`src/rtl/ps2_host_ctrl.sv`:
```
`timescale 1ns/1ps
`default_nettype none
// ============================================================================
// Module      : ps2_host_ctrl
// Description : PS/2 host-to-device command engine. Sends the keyboard reset
//               (0xFF, expects 0xFA then 0xAA) and LED update (0xED, 0xFA,
//               {5'b0,LEDS}, 0xFA) sequences. It owns the PS/2 lines while a
//               command is in flight and tells the key matrix to ignore the
//               received bytes.
// Ports       : CLK, nRESET            system clock, async active-low reset
//               PS2_CLK_IN/DATA_IN     raw PS/2 line levels (asynchronous)
//               PS2_CLK_OE/DATA_OE     1 = pull the PS/2 line low
//               RX_DATA/RX_VALID       bytes decoded by the receive block
//               REQ_RESET/REQ_LEDS     command request pulses, LEDS payload
//               RX_BLOCK, BUSY         command in progress indicators
//               DONE, ERROR            one-cycle completion / abort pulses
// Revision    : 1.0 - initial release
// ============================================================================
module ps2_host_ctrl #(
    parameter int INHIBIT_CYCLES = 3200,
    parameter int TIMEOUT_CYCLES = 640000
) (
    input  logic       CLK,
    input  logic       nRESET,
    input  logic       PS2_CLK_IN,
    input  logic       PS2_DATA_IN,
    output logic       PS2_CLK_OE,
    output logic       PS2_DATA_OE,
    input  logic [7:0] RX_DATA,
    input  logic       RX_VALID,
    input  logic       REQ_RESET,
    input  logic       REQ_LEDS,
    input  logic [2:0] LEDS,
    output logic       RX_BLOCK,
    output logic       BUSY,
    output logic       DONE,
    output logic       ERROR
);

    localparam int c_MAX_CYCLES = (TIMEOUT_CYCLES > INHIBIT_CYCLES) ? TIMEOUT_CYCLES : INHIBIT_CYCLES;
    localparam int c_CNT_W      = $clog2(c_MAX_CYCLES + 1);
    localparam logic [c_CNT_W-1:0] c_INH_LAST = c_CNT_W'(INHIBIT_CYCLES - 1);
    localparam logic [c_CNT_W-1:0] c_TMO_LAST = c_CNT_W'(TIMEOUT_CYCLES - 1);

    localparam logic [7:0] c_CMD_RESET = 8'hFF;
    localparam logic [7:0] c_CMD_LEDS  = 8'hED;
    localparam logic [7:0] c_RSP_ACK   = 8'hFA;
    localparam logic [7:0] c_RSP_BAT   = 8'hAA;
    localparam logic [7:0] c_RSP_RESND = 8'hFE;

    typedef enum logic [2:0] {
        S_IDLE      = 3'd0,
        S_INHIBIT   = 3'd1,
        S_RTS       = 3'd2,
        S_TX_BITS   = 3'd3,
        S_TX_ACK    = 3'd4,
        S_WAIT_RESP = 3'd5
    } state_t;

    state_t               r_state;
    logic                 r_clk_s1, r_clk_s2, r_clk_d;
    logic                 r_dat_s1, r_dat_s2;
    logic                 r_pend_rst, r_pend_led;
    logic [2:0]           r_leds;
    logic                 r_cmd_led;      // 0 = reset command, 1 = LED command
    logic [2:0]           r_cmd_leds;     // LED payload frozen at command start
    logic                 r_step;         // second byte/response of the command
    logic [1:0]           r_retry;
    logic [c_CNT_W-1:0]   r_cnt;          // shared inhibit / timeout counter
    logic [3:0]           r_bit_cnt;      // falling edges seen in TX_BITS
    logic                 r_clk_oe, r_data_oe, r_done, r_error;

    logic                 w_fall;
    logic                 w_tmo;
    logic [7:0]           w_cur_byte;
    logic [7:0]           w_expect;

    assign w_fall     = r_clk_d & ~r_clk_s2;
    assign w_tmo      = (r_cnt == c_TMO_LAST);
    assign w_cur_byte = !r_cmd_led ? c_CMD_RESET : (r_step ? {5'b0, r_cmd_leds} : c_CMD_LEDS);
    // The reset command has no second byte: its second response is the BAT code.
    assign w_expect   = (!r_cmd_led && r_step) ? c_RSP_BAT : c_RSP_ACK;

    always_ff @(posedge CLK or negedge nRESET) begin
        if (!nRESET) begin
            r_state    <= S_IDLE;
            r_clk_s1   <= 1'b1;
            r_clk_s2   <= 1'b1;
            r_clk_d    <= 1'b1;
            r_dat_s1   <= 1'b1;
            r_dat_s2   <= 1'b1;
            r_pend_rst <= 1'b0;
            r_pend_led <= 1'b0;
            r_leds     <= 3'b000;
            r_cmd_led  <= 1'b0;
            r_cmd_leds <= 3'b000;
            r_step     <= 1'b0;
            r_retry    <= 2'd0;
            r_cnt      <= '0;
            r_bit_cnt  <= 4'd0;
            r_clk_oe   <= 1'b0;
            r_data_oe  <= 1'b0;
            r_done     <= 1'b0;
            r_error    <= 1'b0;
        end else begin
            r_clk_s1 <= PS2_CLK_IN;
            r_clk_s2 <= r_clk_s1;
            r_clk_d  <= r_clk_s2;
            r_dat_s1 <= PS2_DATA_IN;
            r_dat_s2 <= r_dat_s1;
            r_done   <= 1'b0;
            r_error  <= 1'b0;

            case (r_state)
                S_IDLE: begin
                    r_clk_oe  <= 1'b0;
                    r_data_oe <= 1'b0;
                    if (r_pend_rst || r_pend_led) begin
                        if (r_pend_rst) begin
                            r_pend_rst <= 1'b0;
                            r_cmd_led  <= 1'b0;
                        end else begin
                            r_pend_led <= 1'b0;
                            r_cmd_led  <= 1'b1;
                            r_cmd_leds <= r_leds;
                        end
                        r_step   <= 1'b0;
                        r_retry  <= 2'd0;
                        r_cnt    <= '0;
                        r_clk_oe <= 1'b1;
                        r_state  <= S_INHIBIT;
                    end
                end

                S_INHIBIT: begin
                    r_cnt <= r_cnt + 1'b1;
                    if (r_cnt == c_INH_LAST) begin
                        // Start bit: pull data low and let the device clock.
                        r_clk_oe  <= 1'b0;
                        r_data_oe <= 1'b1;
                        r_state   <= S_RTS;
                    end
                end

                S_RTS: begin
                    r_cnt     <= '0;
                    r_bit_cnt <= 4'd0;
                    r_state   <= S_TX_BITS;
                end

                S_TX_BITS: begin
                    if (w_tmo) begin
                        r_error   <= 1'b1;
                        r_clk_oe  <= 1'b0;
                        r_data_oe <= 1'b0;
                        r_state   <= S_IDLE;
                    end else begin
                        r_cnt <= r_cnt + 1'b1;
                        if (w_fall) begin
                            r_bit_cnt <= r_bit_cnt + 4'd1;
                            if (r_bit_cnt < 4'd8) begin
                                r_data_oe <= ~w_cur_byte[r_bit_cnt[2:0]];
                            end else if (r_bit_cnt == 4'd8) begin
                                // Odd parity bit is ~^byte; the line is pulled low for a 0.
                                r_data_oe <= ^w_cur_byte;
                            end else begin
                                r_data_oe <= 1'b0;
                                r_cnt     <= '0;
                                r_state   <= S_TX_ACK;
                            end
                        end
                    end
                end

                S_TX_ACK: begin
                    if (w_fall && !r_dat_s2) begin
                        r_cnt   <= '0;
                        r_state <= S_WAIT_RESP;
                    end else if (w_fall || w_tmo) begin
                        r_error <= 1'b1;
                        r_state <= S_IDLE;
                    end else begin
                        r_cnt <= r_cnt + 1'b1;
                    end
                end

                S_WAIT_RESP: begin
                    if (RX_VALID) begin
                        if (RX_DATA == w_expect) begin
                            if (r_step) begin
                                r_done  <= 1'b1;
                                r_state <= S_IDLE;
                            end else begin
                                r_step  <= 1'b1;
                                r_retry <= 2'd0;
                                r_cnt   <= '0;
                                if (r_cmd_led) begin
                                    r_clk_oe <= 1'b1;
                                    r_state  <= S_INHIBIT;
                                end
                            end
                        end else if (RX_DATA == c_RSP_RESND && r_retry != 2'd3) begin
                            r_retry  <= r_retry + 2'd1;
                            r_cnt    <= '0;
                            r_clk_oe <= 1'b1;
                            r_state  <= S_INHIBIT;
                            // A resend during the BAT wait repeats the 0xFF byte.
                            if (!r_cmd_led) begin
                                r_step <= 1'b0;
                            end
                        end else begin
                            r_error <= 1'b1;
                            r_state <= S_IDLE;
                        end
                    end else if (w_tmo) begin
                        r_error <= 1'b1;
                        r_state <= S_IDLE;
                    end else begin
                        r_cnt <= r_cnt + 1'b1;
                    end
                end

                default: begin
                    r_clk_oe  <= 1'b0;
                    r_data_oe <= 1'b0;
                    r_state   <= S_IDLE;
                end
            endcase

            // New requests win over the clear done when a command starts.
            if (REQ_RESET) begin
                r_pend_rst <= 1'b1;
            end
            if (REQ_LEDS) begin
                r_pend_led <= 1'b1;
                r_leds     <= LEDS;
            end
        end
    end

    assign PS2_CLK_OE  = r_clk_oe;
    assign PS2_DATA_OE = r_data_oe;
    assign BUSY        = (r_state != S_IDLE);
    assign RX_BLOCK    = (r_state != S_IDLE);
    assign DONE        = r_done;
    assign ERROR       = r_error;

endmodule
`default_nettype wire

```
`config.mk`:
```
export PLATFORM = sky130hd
export DESIGN_NAME = ps2_host_ctrl
export DESIGN_NICKNAME = d
export VERILOG_FILES = /design/src/rtl/ps2_host_ctrl.sv
export SDC_FILE = /design/constraint.sdc
export NUM_CORES = 1
export LEC_CHECK = 0
export CORE_MARGIN = 5
export CORE_UTILIZATION = 39
export DETAILED_ROUTE_END_ITERATION = 8
export PLACE_DENSITY = 0.65
export SETUP_SLACK_MARGIN = 0.2
export SKIP_CTS_REPAIR_TIMING = 1
export SYNTH_ARGS = -nofsm -noshare
export SYNTH_HDL_FRONTEND = slang
export SYNTH_SLANG_ARGS = --single-unit
export TNS_END_PERCENT = 100
```
`constraint.sdc`:
```
create_clock -name CLK -period 3.1 [get_ports CLK]
set_clock_uncertainty 0.15 [all_clocks]
set_input_delay 0.31 -clock CLK [delete_from_list [all_inputs] [get_ports CLK]]
set_output_delay 0.31 -clock CLK [all_outputs]
set_load 0.005 [all_outputs]
```
Word level (Yosys, flattened, before mapping)
Index checks and enable logic that the tools add are counted.

Word-level logic and storage cells: 173. Flip-flop bits (word level): 48. Output and inout port bits: 6. Input port bits: 18.

Bitwise gates (word level): 6. Muxes and demuxes: 81. Reduce and logical (&&, ||, !) cells: 30. Equality and inequality tests: 32. Add/sub/neg operators: 3. Order comparisons: 2.

Operators with widths (number): two-way mux 20 bit (12); case mux 20 bit (6 select lines) (1); two-way mux 3 bit (13); two-way mux 1 bit (37); inequality test 3 bit (second input constant) (11); adder 20 x 1 -> 20 bit (second input constant) (1); equality test 20 x 12 -> 1 bit (second input constant) (1); equality test 20 bit (second input constant) (1); case mux 3 bit (6 select lines) (1); two-way mux 8 bit (2); inequality test 2 bit (second input constant) (8); AND reduction 7 bit (2); AND reduction 3 bit (4); nonzero test 2 bit (6); two-way mux 2 bit (5); AND reduction 5 bit (2); equality test 8 bit (1); equality test 8 bit (second input constant) (1); two-way mux 4 bit (2); inequality test 4 bit (second input constant) (2); case mux 4 bit (2 select lines) (1); AND reduction 8 bit (1); parity 8 bit (1); two-way mux 7 bit (1); 25 further kinds (37).

Logic depth before layout (Yosys ltp)
Gate-level depths: netlist of run 1.

Word-level depth: 9. Mapped depth: 9. Depth with buffers taken out: 8.

Worst setup path before layout of run 1
No wires, ideal clock.

Path type: reg2reg. From: reg r_cnt[0]. To: reg r_clk_oe (netlist: PS2_CLK_OE). Cell stages (with the launch flop): 8. Period minus slack after synthesis: 2273 ps. Data required time: 2825 ps. Path buffers: 0. Arrival: 1998 ps. Path slack: 827 ps. Library setup time: 125 ps. Cells stage by stage: dfrtp_1 > ha_1 > and4_1 > nand3_4 > nor3_4 > a21oi_2 > or3b_1 > mux2_4.

Cells in the longest elaborated chain, start to end: 3. Elaborated cells between the ends (all ways): 5. Classes of those cells: 4 x eq/ne; 1 x reduce/logical.

RTL lines: start: declaration (line 69) `logic [c_CNT_W-1:0] r_cnt;`; start signal: assignment (line 136) `r_cnt <= r_cnt + 1'b1;`; start signal: assignment (line 158) `r_cnt <= r_cnt + 1'b1;`; start signal: assignment (line 183) `r_cnt <= r_cnt + 1'b1;`; equality test 20 bit / equality test 20 x 12 -> 1 bit (equally long branches) (line 79, 137); inequality test 2 bit (no source line); AND reduction 7 bit (no source line) (*); end signal: assignment (line 101) `r_clk_oe <= 1'b0;`; end signal: assignment (line 116) `r_clk_oe <= 1'b0;`; end signal: assignment (line 130) `r_clk_oe <= 1'b1;`; end: declaration (line 71) `logic r_clk_oe, r_data_oe, r_done, r_error;`.

Mark *: on every way between the ends. The rest lies on a longest branch, timed or not. A chain may end at the register's enable or synchronous reset.

Worst setup path after layout of run 1
From: reg r_bit_cnt[0]. To: reg r_cnt[7].

Cells in the longest elaborated chain, start to end: 6. Elaborated cells between the ends (all ways): 7. Classes of those cells: 1 x order compare; 1 x eq/ne; 5 x mux.

RTL lines: start: declaration (line 70) `logic [3:0] r_bit_cnt;`; start signal: assignment (line 160) `r_bit_cnt <= r_bit_cnt + 4'd1;`; parallel branches: the longest is 2 deep, another holds < comparator 4 bit; two-way mux 20 bit (*) (line 161) `if (r_bit_cnt < 4'd8) begin`; two-way mux 20 bit (*) (line 159) `if (w_fall) begin`; two-way mux 20 bit (*) (line 152) `if (w_tmo) begin`; case mux 20 bit (6 select lines) (*) (line 114) `case (r_state)`.

Every way passes the cells marked *. The select of a mux whose other input is x is not followed.

==> impl_metrics.yaml, run 1 <==
finish:
  drive_gt1_frac: 0.1250
  finalNetCount: 349
  layout_common_cells: "dfrtp_1 (43), o21ai_0 (33), nor2_1 (26)"
  nFillCells: 711
  final_common_cell: "dfrtp_1"
  final_core_util: 0.4514
  antenna_cells: 0
  multi_input_area_um2: 1548
  ff_latch_area_um2: 1207
  syn_to_final_growth_pct: 13.37
  fin_area_um2: 3257
  finalNonFillerCells: 427
grt:
  grt_pass1_wl_um: 10850
  grt_pass1_vias: 2231
  grt_overflow: 0
  grt_max_degree: 47
  antenna_found_initial: 0
  grt_usage: 0.1495
power:
  p_int_uw: 822.1
  p_seq_frac: 0.601
  clkPwrFrac: 0.346
  switchingPower_uw: 241.1
  comb_power_share: 0.052
  finalPower_mw: 1.063
  leakage_nw: 1.293
  swShare: 0.2268
  powerDensity_nw_per_um2: 326.5
  peakVddDrop_mv: 0.1576
sta:
  whs_ns: 0.03246
  fin_setup_tns_ns: 0
  max_freq_ghz: 0.3833
  finalSetupViolCount: 0
  tightestPinTransition_ns: 1.028
  rsz0062_at_grt: "false"
  fin_crit_sh: 0.8416
  slew_violations: 0
  hold_viol_final: 0
  fin_crit_ns: 2.609
  slew_headroom: 0.3148
  fin_ws_ns: 0.4910
placement:
  hpwl_um: 4612
  pre_cts_ws_ns: 0.4343
  placed_area_um2: 3176
  placed_cells: 419
  numPortBuffers: 23
  gp_congestion: 0.8263
setup_path:
  crit_family: "compound AO/OA/AOI/OAI gates"
  crit_required_ns: 3.13
  worstSetupEndpointType: "flip-flop"
  crit_fanout: 18
  path_buf_inv: 1
  critPathSlowestCell: "o211ai_1"
  worstPathArrival_ns: 2.64
  crit_path_start_kind: "flip-flop"
  crit_path_cell_trace: "inv_1 > ha_1 > nand2b_1 > and3_1 > o211ai_1 > o21ai_2 > o41ai_1"
  critical-path-max-stage-delay_ns: 0.50
  critPathKind: "reg2reg"
job:
  maxCapViolCount: 0
clock_tree:
  clockRootBuffer: "clkbuf_8"
  cts_tree: "built"
  clk_path_buf_depth: 2
  clock-sinks: 48
  insertion_delay_ns: 0.31
  clk_pin_slew_ns: 0.09
  numCtsBuffers: 5
  h-tree-depth: 2
detailed_routing:
  via_count: 2392
  ant_nets: 0
  route.detailed.drc: 0
  drt_iter0_markers: 134
  wl_um: 6517
  routed_via_density: 5.602
  drtPass1Iterations: 4
  wl_per_cell_um: 15.26
outcome:
  status: "finished clean"
yosys:
  avgSynthCellArea_um2: 9.450
  ys_async_sr_fraction: 1.000
  synth_warnings: 0
  synth_edf_count: 0
  synthCells: 304
  ys_types: 67
  synthesis.nets: 326
  synth_ff_type: "dfrtp_1"
  synth-seq-cells: 48
  synth_top_area_share: 0.3746
  synth_area_leaders: "dfrtp_1 (37%), o21ai_0 (5.7%), dfstp_2 (4.6%)"
  synth_top_cell_by_area: "dfrtp_1"
  yosysSeqAreaShare: 0.4203
  synthesis.area_um2: 2873
hold_path:
  hold_class: "in2async"
floorplan:
  initial_core_util: 0.3982
  dieArea_um2: 9182
  ios: 24
  die_y_um: 95.83
  rows: 31
  dieWidth_um: 95.83
  core_area_um2: 7214
## power groups by stage
stage               sequential, mW  clock, mW  combinational, mW
finish                       0.639      0.368             0.0557
global route                 0.640      0.406             0.0623
CTS                          0.639      0.380             0.0575
detailed placement           0.651          0             0.0574
global placement             0.651          0             0.0564
floorplan                    0.650          0             0.0154
## cell families (layout without fill, tap and decap cells)
group,after synthesis,count (layout),share of synthesized area
buffers and inverters,21,45,0.04094
adder cells (fa/ha/maj),4,4,0.01742
flip-flops,48,48,0.4203
multiplexers,12,12,0.04616
AND/OR/NAND/NOR,125,125,0.2522
XOR/XNOR,2,2,0.006099
AO/OA/AOI/OAI,92,92,0.2169
## cells in the mapped netlist (all sizes together) (4+ instances only)
cell type / count
a31oi: 6
o21ai: 37
inv: 9
buf: 5
o41ai: 5
dfstp: 5
and2: 5
mux2i: 5
nor2b: 4
nand2b: 7
and3: 5
nand2: 25
mux2: 7
nor4: 6
dfrtp: 43
ha: 4
clkbuf: 7
a21oi: 12
nand4: 8
nor2: 26
nand3: 15
o31ai: 10
nor3: 5
## area by class of cell
| type | count | area share |
|---|---|---|
| multi-input combinational | 235 | 0.4752 |
| sequential | 48 | 0.3707 |
| timing repair buffer | 28 | 0.08068 |
| tap | 99 | 0.03803 |
| clock buffer | 7 | 0.02343 |
| inverter | 9 | 0.01037 |
| clock inverter | 1 | 0.001537 |
## flip-flops by register name (all words and copies together), names as in the netlist, 2 cells and up
name,flops
r_bit_cnt,4
r_cmd_leds,3
r_cnt,20
r_leds,3
r_retry,2
r_state,3
## metal layers
metal,share of wire,GRT usage
met5,0,0
met1,0.47,0.1983
met2,0.48,0.2426
met3,0.035,0.02658
met4,0.018,0.05687
## worst paths after layout
check / end / from / slack (ns) / depth (start not counted)
worst max-delay path: r_cnt[7]$_DFFE_PN0P_ / r_bit_cnt[0]$_DFFE_PN0P_ / 0.49 / 7
worst min-delay path: r_cnt[1]$_DFFE_PN0P_ / nRESET / 0.03 / 1
worst max register to register: r_cnt[7]$_DFFE_PN0P_ / r_bit_cnt[0]$_DFFE_PN0P_ / 0.49 / 7
worst min register to register: r_clk_s2$_DFF_PN1_ / r_clk_s1$_DFF_PN1_ / 0.21 / 0
max in group asynchronous: r_clk_d$_DFF_PN1_ / nRESET / 2.03 / 2
min in group CLK: r_clk_s2$_DFF_PN1_ / r_clk_s1$_DFF_PN1_ / 0.21 / 0
(Power assumes the default switching activity.)
==> run 2: changes to the inputs <==
==> constraint.sdc (replaced) <==
create_clock -name CLK -period 2.5 [get_ports CLK]
set_clock_uncertainty 0.15 [all_clocks]
set_input_delay 0.25 -clock CLK [delete_from_list [all_inputs] [get_ports CLK]]
set_output_delay 0.25 -clock CLK [all_outputs]
set_load 0.005 [all_outputs]
==> run 2 against run 1 <==
Effect of this change: the flow now finishes with violations (hold timing); non-clock buffer count rose by 50; via count up 10%; total power up 25%; critical path type unchanged.
==> impl_metrics.yaml, run 2 (same netlist as run 1, synthesis figures left out) <==
outcome:
  status: "finished, violations left"
  violations: "hold timing"
sta:
  finalSetupViolCount: 0
  fin_ws_ns: 0.1877
  max_freq_ghz: 0.4325
  fin_crit_sh: 0.9249
  slew_violations: 0
  fin_crit_ns: 2.312
  slew_headroom: 0.4087
  rsz0062_at_grt: "true"
  whs_ns: -0.08652
  tightestPinTransition_ns: 0.8870
  hold_viol_final: 32
floorplan:
  die_y_um: 95.83
  dieArea_um2: 9182
  initial_core_util: 0.3982
  rows: 31
  core_area_um2: 7214
  ios: 24
  dieWidth_um: 95.83
detailed_routing:
  routed_via_density: 5.537
  route.detailed.drc: 0
  drt_iter0_markers: 133
  via_count: 2641
  wl_per_cell_um: 14.99
  wl_um: 7149
  ant_nets: 0
  drtPass1Iterations: 4
finish:
  finalNetCount: 399
  drive_gt1_frac: 0.2725
  syn_to_final_growth_pct: 29.97
  reg.largest.list: "r_cnt (20), r_bit_cnt (4)"
  nFillCells: 681
  layout_common_cells: "buf_4 (51), dfrtp_1 (43), o21ai_0 (26)"
  largest_reg_flops: 20
  antenna_cells: 0
  regMostFlops: "r_cnt"
  final_common_cell: "buf_4"
  finalNonFillerCells: 477
power:
  leakage_nw: 1.572
  powerDensity_nw_per_um2: 357.1
  finalPower_mw: 1.333
  peakVddDrop_mv: 0.1394
placement:
  hpwl_um: 5245
  numPortBuffers: 23
  gp_congestion: 0.8733
  pre_cts_ws_ns: -0.06091
  placed_cells: 459
job:
  maxCapViolCount: 0
grt:
  grt_pass1_vias: 2607
  grt_usage: 0.1641
  grt_max_degree: 40
  grt_overflow: 0
  grt_pass1_wl_um: 11950
  antenna_found_initial: 0
setup_path:
  reg2reg_depth: 8
  crit_path_start_kind: "flip-flop"
  crit_required_ns: 2.55
  worstSetupEndpointType: "flip-flop"
  worstPathArrival_ns: 2.36
  crit_fanout: 4
  critPathKind: "reg2reg"
clock_tree:
  clk_path_buf_depth: 2
  clk_pin_slew_ns: 0.10
  cts_tree: "built"
  insertion_delay_ns: 0.30
  clockRootBuffer: "clkbuf_8"
  numCtsBuffers: 5
  clock-sinks: 48
  h-tree-depth: 2
hold_path:
  hold_class: "in2async"
==> run 2: cell count changes in the layout (fill, tap and decap cells not counted), moves of 2 or more <==
cell,delta
buf_6,+3
o21ai_1,+7
a21boi_1,-2
o21ai_0,-7
buf_4,+46
==> run 2: layout make-up <==
class	instances	area (um^2)	share of cell area
clock buffers	7	76.32	0.02044
clock inverters	1	5.005	0.001340
inverters	9	33.78	0.009048
multi-input cells	235	1625	0.4353
flip-flops and latches	48	1207	0.3234
well taps	99	123.9	0.03318
repair buffers	78	661.9	0.1773
==> run 2: per-layer routing <==
layer  GRT usage  routed length [um]  up-vias
met1      0.2059                3188     1300
met4     0.05332                 110        0
met5           0                   0        -
met2      0.2889                3634       45
li1            -                   -     1286
met3     0.02346                 215       10
==> run 2: critical path, stage by stage, from the launching register on <==
cell and delay (ns):
dfrtp_1 0.39, ha_2 0.20, and4_4 0.24, buf_6 0.11, nand3_4 0.08, nor3_4 0.28
a21oi_2 0.08, or3b_1 0.39, mux2_4 0.30
==> run 2: stage by stage <==
stage | utilization | hold slack [ns] | setup TNS, ns | cell area, um^2
floorplan | - | -0.1956 | 0 | 2873
global placement | 0.4835 | 0.1963 | -0.01206 | 3488
detailed placement | 0.4835 | 0.1979 | -0.6021 | 3488
CTS | 0.4948 | -0.05052 | -0.1559 | 3570
global route | 0.5175 | 0.001042 | 0 | 3734
finish | 0.5175 | -0.08652 | 0 | 3734
==> run 2: worst paths after layout <==
check                                          start                     end  slack [ns]
worst max register to register  r_cnt[1]$_DFFE_PN0P_  PS2_CLK_OE$_DFFE_PN0P_        0.19
worst min register to register    r_clk_s1$_DFF_PN1_      r_clk_s2$_DFF_PN1_        0.22
worst min-delay path                          nRESET  r_pend_led$_DFFE_PN0P_       -0.09
max in group asynchronous                     nRESET    r_cnt[7]$_DFFE_PN0P_        1.64
worst max-delay path            r_cnt[1]$_DFFE_PN0P_  PS2_CLK_OE$_DFFE_PN0P_        0.19
min in group CLK                         PS2_DATA_IN      r_dat_s1$_DFF_PN1_        0.21
==> run 2: report_power, final <==
group	switching, mW	leakage (nW)	total, mW	internal [mW]
clock	0.264	0.0422	0.461	0.197
combinational	0.0372	0.918	0.0795	0.0423
sequential	0.00445	0.611	0.792	0.788
==> run 3: changes to the inputs <==
--- a/config.mk
+++ b/config.mk
@@ -8,6 +8,7 @@
 export CORE_MARGIN = 5
 export CORE_UTILIZATION = 39
 export DETAILED_ROUTE_END_ITERATION = 8
+export GPL_TIMING_DRIVEN = 0
 export PLACE_DENSITY = 0.65
 export SETUP_SLACK_MARGIN = 0.2
 export SKIP_CTS_REPAIR_TIMING = 1
==> run 3 against run 2 <==
Effect of this change: the run now ends clean; core utilization shrank 1.2 points; wire length shrank 0.31%; highest routed layer unchanged; sequential share of layout area grew 0.90 points; sequential power is essentially flat.
==> impl_metrics.yaml, run 3 (same netlist as run 1, synthesis figures left out) <==
outcome:
  status: "finished clean"
setup_path:
  critical-path-max-stage-delay_ns: 0.45
  regToRegStartpoint: "r_cnt[18]$_DFFE_PN0P_"
  critPathKind: "reg2reg"
  crit_required_ns: 2.60
  reg2reg_depth: 8
  crit_fanout: 4
  crit_path_start_kind: "flip-flop"
  worstPathArrival_ns: 2.42
  rrSetupSlack_ns: 0.17
  worstSetupEndpointType: "flip-flop"
  crit_path_cell_trace: "nor4_4 > buf_4 > nand4_1 > o21ai_4 > buf_4 > nand4_1 > a2111oi_2 > a211o_1"
  timing.rr.end: "PS2_DATA_OE$_DFFE_PN0P_"
  critPathSlowestCell: "dfrtp_2"
clock_tree:
  insertion_delay_ns: 0.30
  numCtsBuffers: 5
  clk_pin_slew_ns: 0.09
  h-tree-depth: 2
  clock-sinks: 48
  cts_tree: "built"
  clk_path_buf_depth: 2
  clockRootBuffer: "clkbuf_8"
finish:
  regMostFlops: "r_cnt"
  antenna_cells: 0
  drive_gt1_frac: 0.2500
  final_core_util: 0.5056
  ff_latch_area_um2: 1212
  reg.largest.list: "r_cnt (20), r_bit_cnt (4)"
  syn_to_final_growth_pct: 26.96
  nFillCells: 662
  multi_input_area_um2: 1680
  finalNetCount: 377
  finalNonFillerCells: 455
  final_common_cell: "dfrtp_1"
  largest_reg_flops: 20
  layout_common_cells: "dfrtp_1 (39), nor2_1 (26), nand2_1 (24), o21ai_0 (24), clkdlybuf4s50_1 (22)"
placement:
  numPortBuffers: 23
  placed_cells: 427
  hpwl_um: 4935
  gp_congestion: 0.8967
sta:
  fin_crit_sh: 0.9308
  whs_ns: 0.1979
  hold_viol_final: 0
  max_freq_ghz: 0.4297
  finalSetupViolCount: 0
  fin_setup_tns_ns: 0
  tightestPinTransition_ns: 0.5665
  slew_headroom: 0.6188
  rsz0062_at_grt: "true"
  fin_crit_ns: 2.327
  slew_violations: 0
grt:
  met1_usage: 0.2117
  grt_max_degree: 26
  grt-busiest-layer: "met2"
  grt_overflow: 0
  grt_pass1_wl_um: 11740
  grt_use_met3: 0.03284
  grt_pass1_vias: 2442
  grt_usage: 0.1604
  antenna_found_initial: 0
  grt_use_met2: 0.2640
detailed_routing:
  drt_iter0_markers: 80
  wl_per_cell_um: 15.66
  routed_via_density: 5.644
  via_count: 2568
  route.detailed.drc: 0
  drtPass1Iterations: 4
  wl_um: 7127
  ant_nets: 0
floorplan:
  ios: 24
  dieArea_um2: 9182
  die_y_um: 95.83
  rows: 31
  core_area_um2: 7214
  initial_core_util: 0.3982
  dieWidth_um: 95.83
hold_path:
  hold_start: "PS2_DATA_IN"
  hold_class: "in2reg"
  holdPathStages: 1
  holdPathEnd: "r_dat_s1$_DFF_PN1_"
power:
  p_int_mw: 1.051
  leakage_nw: 1.463
  switchingPower_uw: 304.4
  powerDensity_nw_per_um2: 371.6
  peakVddDrop_mv: 0.2661
  comb_power_share: 0.054
  p_seq_frac: 0.585
  clkPwrFrac: 0.361
  swShare: 0.2246
  finalPower_mw: 1.355
job:
  maxCapViolCount: 0
run 3: power by group through the flow:
stage	clock (mW)	combinational [mW]	sequential (mW)
after global placement	0	0.0696	0.808
final	0.489	0.0737	0.793
after detailed placement	0	0.0740	0.808
after floorplan	0	0.0192	0.806
after global routing	0.537	0.0818	0.794
after CTS	0.505	0.0745	0.793
run 3: cell type report:
class	count	area share
clock buffers	7	0.02367
flip-flops and latches	48	0.3324
plain buffers	12	0.02779
inverters	9	0.009262
multi-input cells	235	0.4607
repair buffers	44	0.1101
well taps	99	0.03396
clock inverters	1	0.002058
run 3: worst max-delay path, delay by kind of cell, from the launching register on:
kind,cells,cell delay [ns]
buf+inv,2,0.31
simple gates,3,0.56
flops,1,0.45
compound gates,3,0.78
run 3: routing by layer:
layer	vias to the layer above	share of wire
met5	-	0
met4	0	0.0088
met3	6	0.047
met2	58	0.49
met1	1256	0.45
li1	1248	-
run 3: worst max path at each step:
stage | start | slack [ns] | end
6_report | r_cnt[18]$_DFFE_PN0P_ | 0.17 | PS2_DATA_OE$_DFFE_PN0P_
5_1_grt | r_cnt[17]$_DFFE_PN0P_ | 0.09 | PS2_CLK_OE$_DFFE_PN0P_
4_1_cts | r_cnt[0]$_DFFE_PN0P_ | -0.26 | r_cnt[2]$_DFFE_PN0P_
3_5_place_dp | r_cnt[0]$_DFFE_PN0P_ | -0.23 | r_cnt[2]$_DFFE_PN0P_
3_3_place_gp | nRESET | -0.39 | r_step$_DFFE_PN0P_
2_1_floorplan | r_cnt[0]$_DFFE_PN0P_ | 0.23 | PS2_CLK_OE$_DFFE_PN0P_
run 3: through the flow:
step                setup slack, ns  cell area [um^2]
floorplan                    0.2273              2873
global placement            -0.3891              3227
detailed placement          -0.2306              3242
CTS                         -0.2585              3336
global route                0.08764              3647
finish                       0.1730              3647
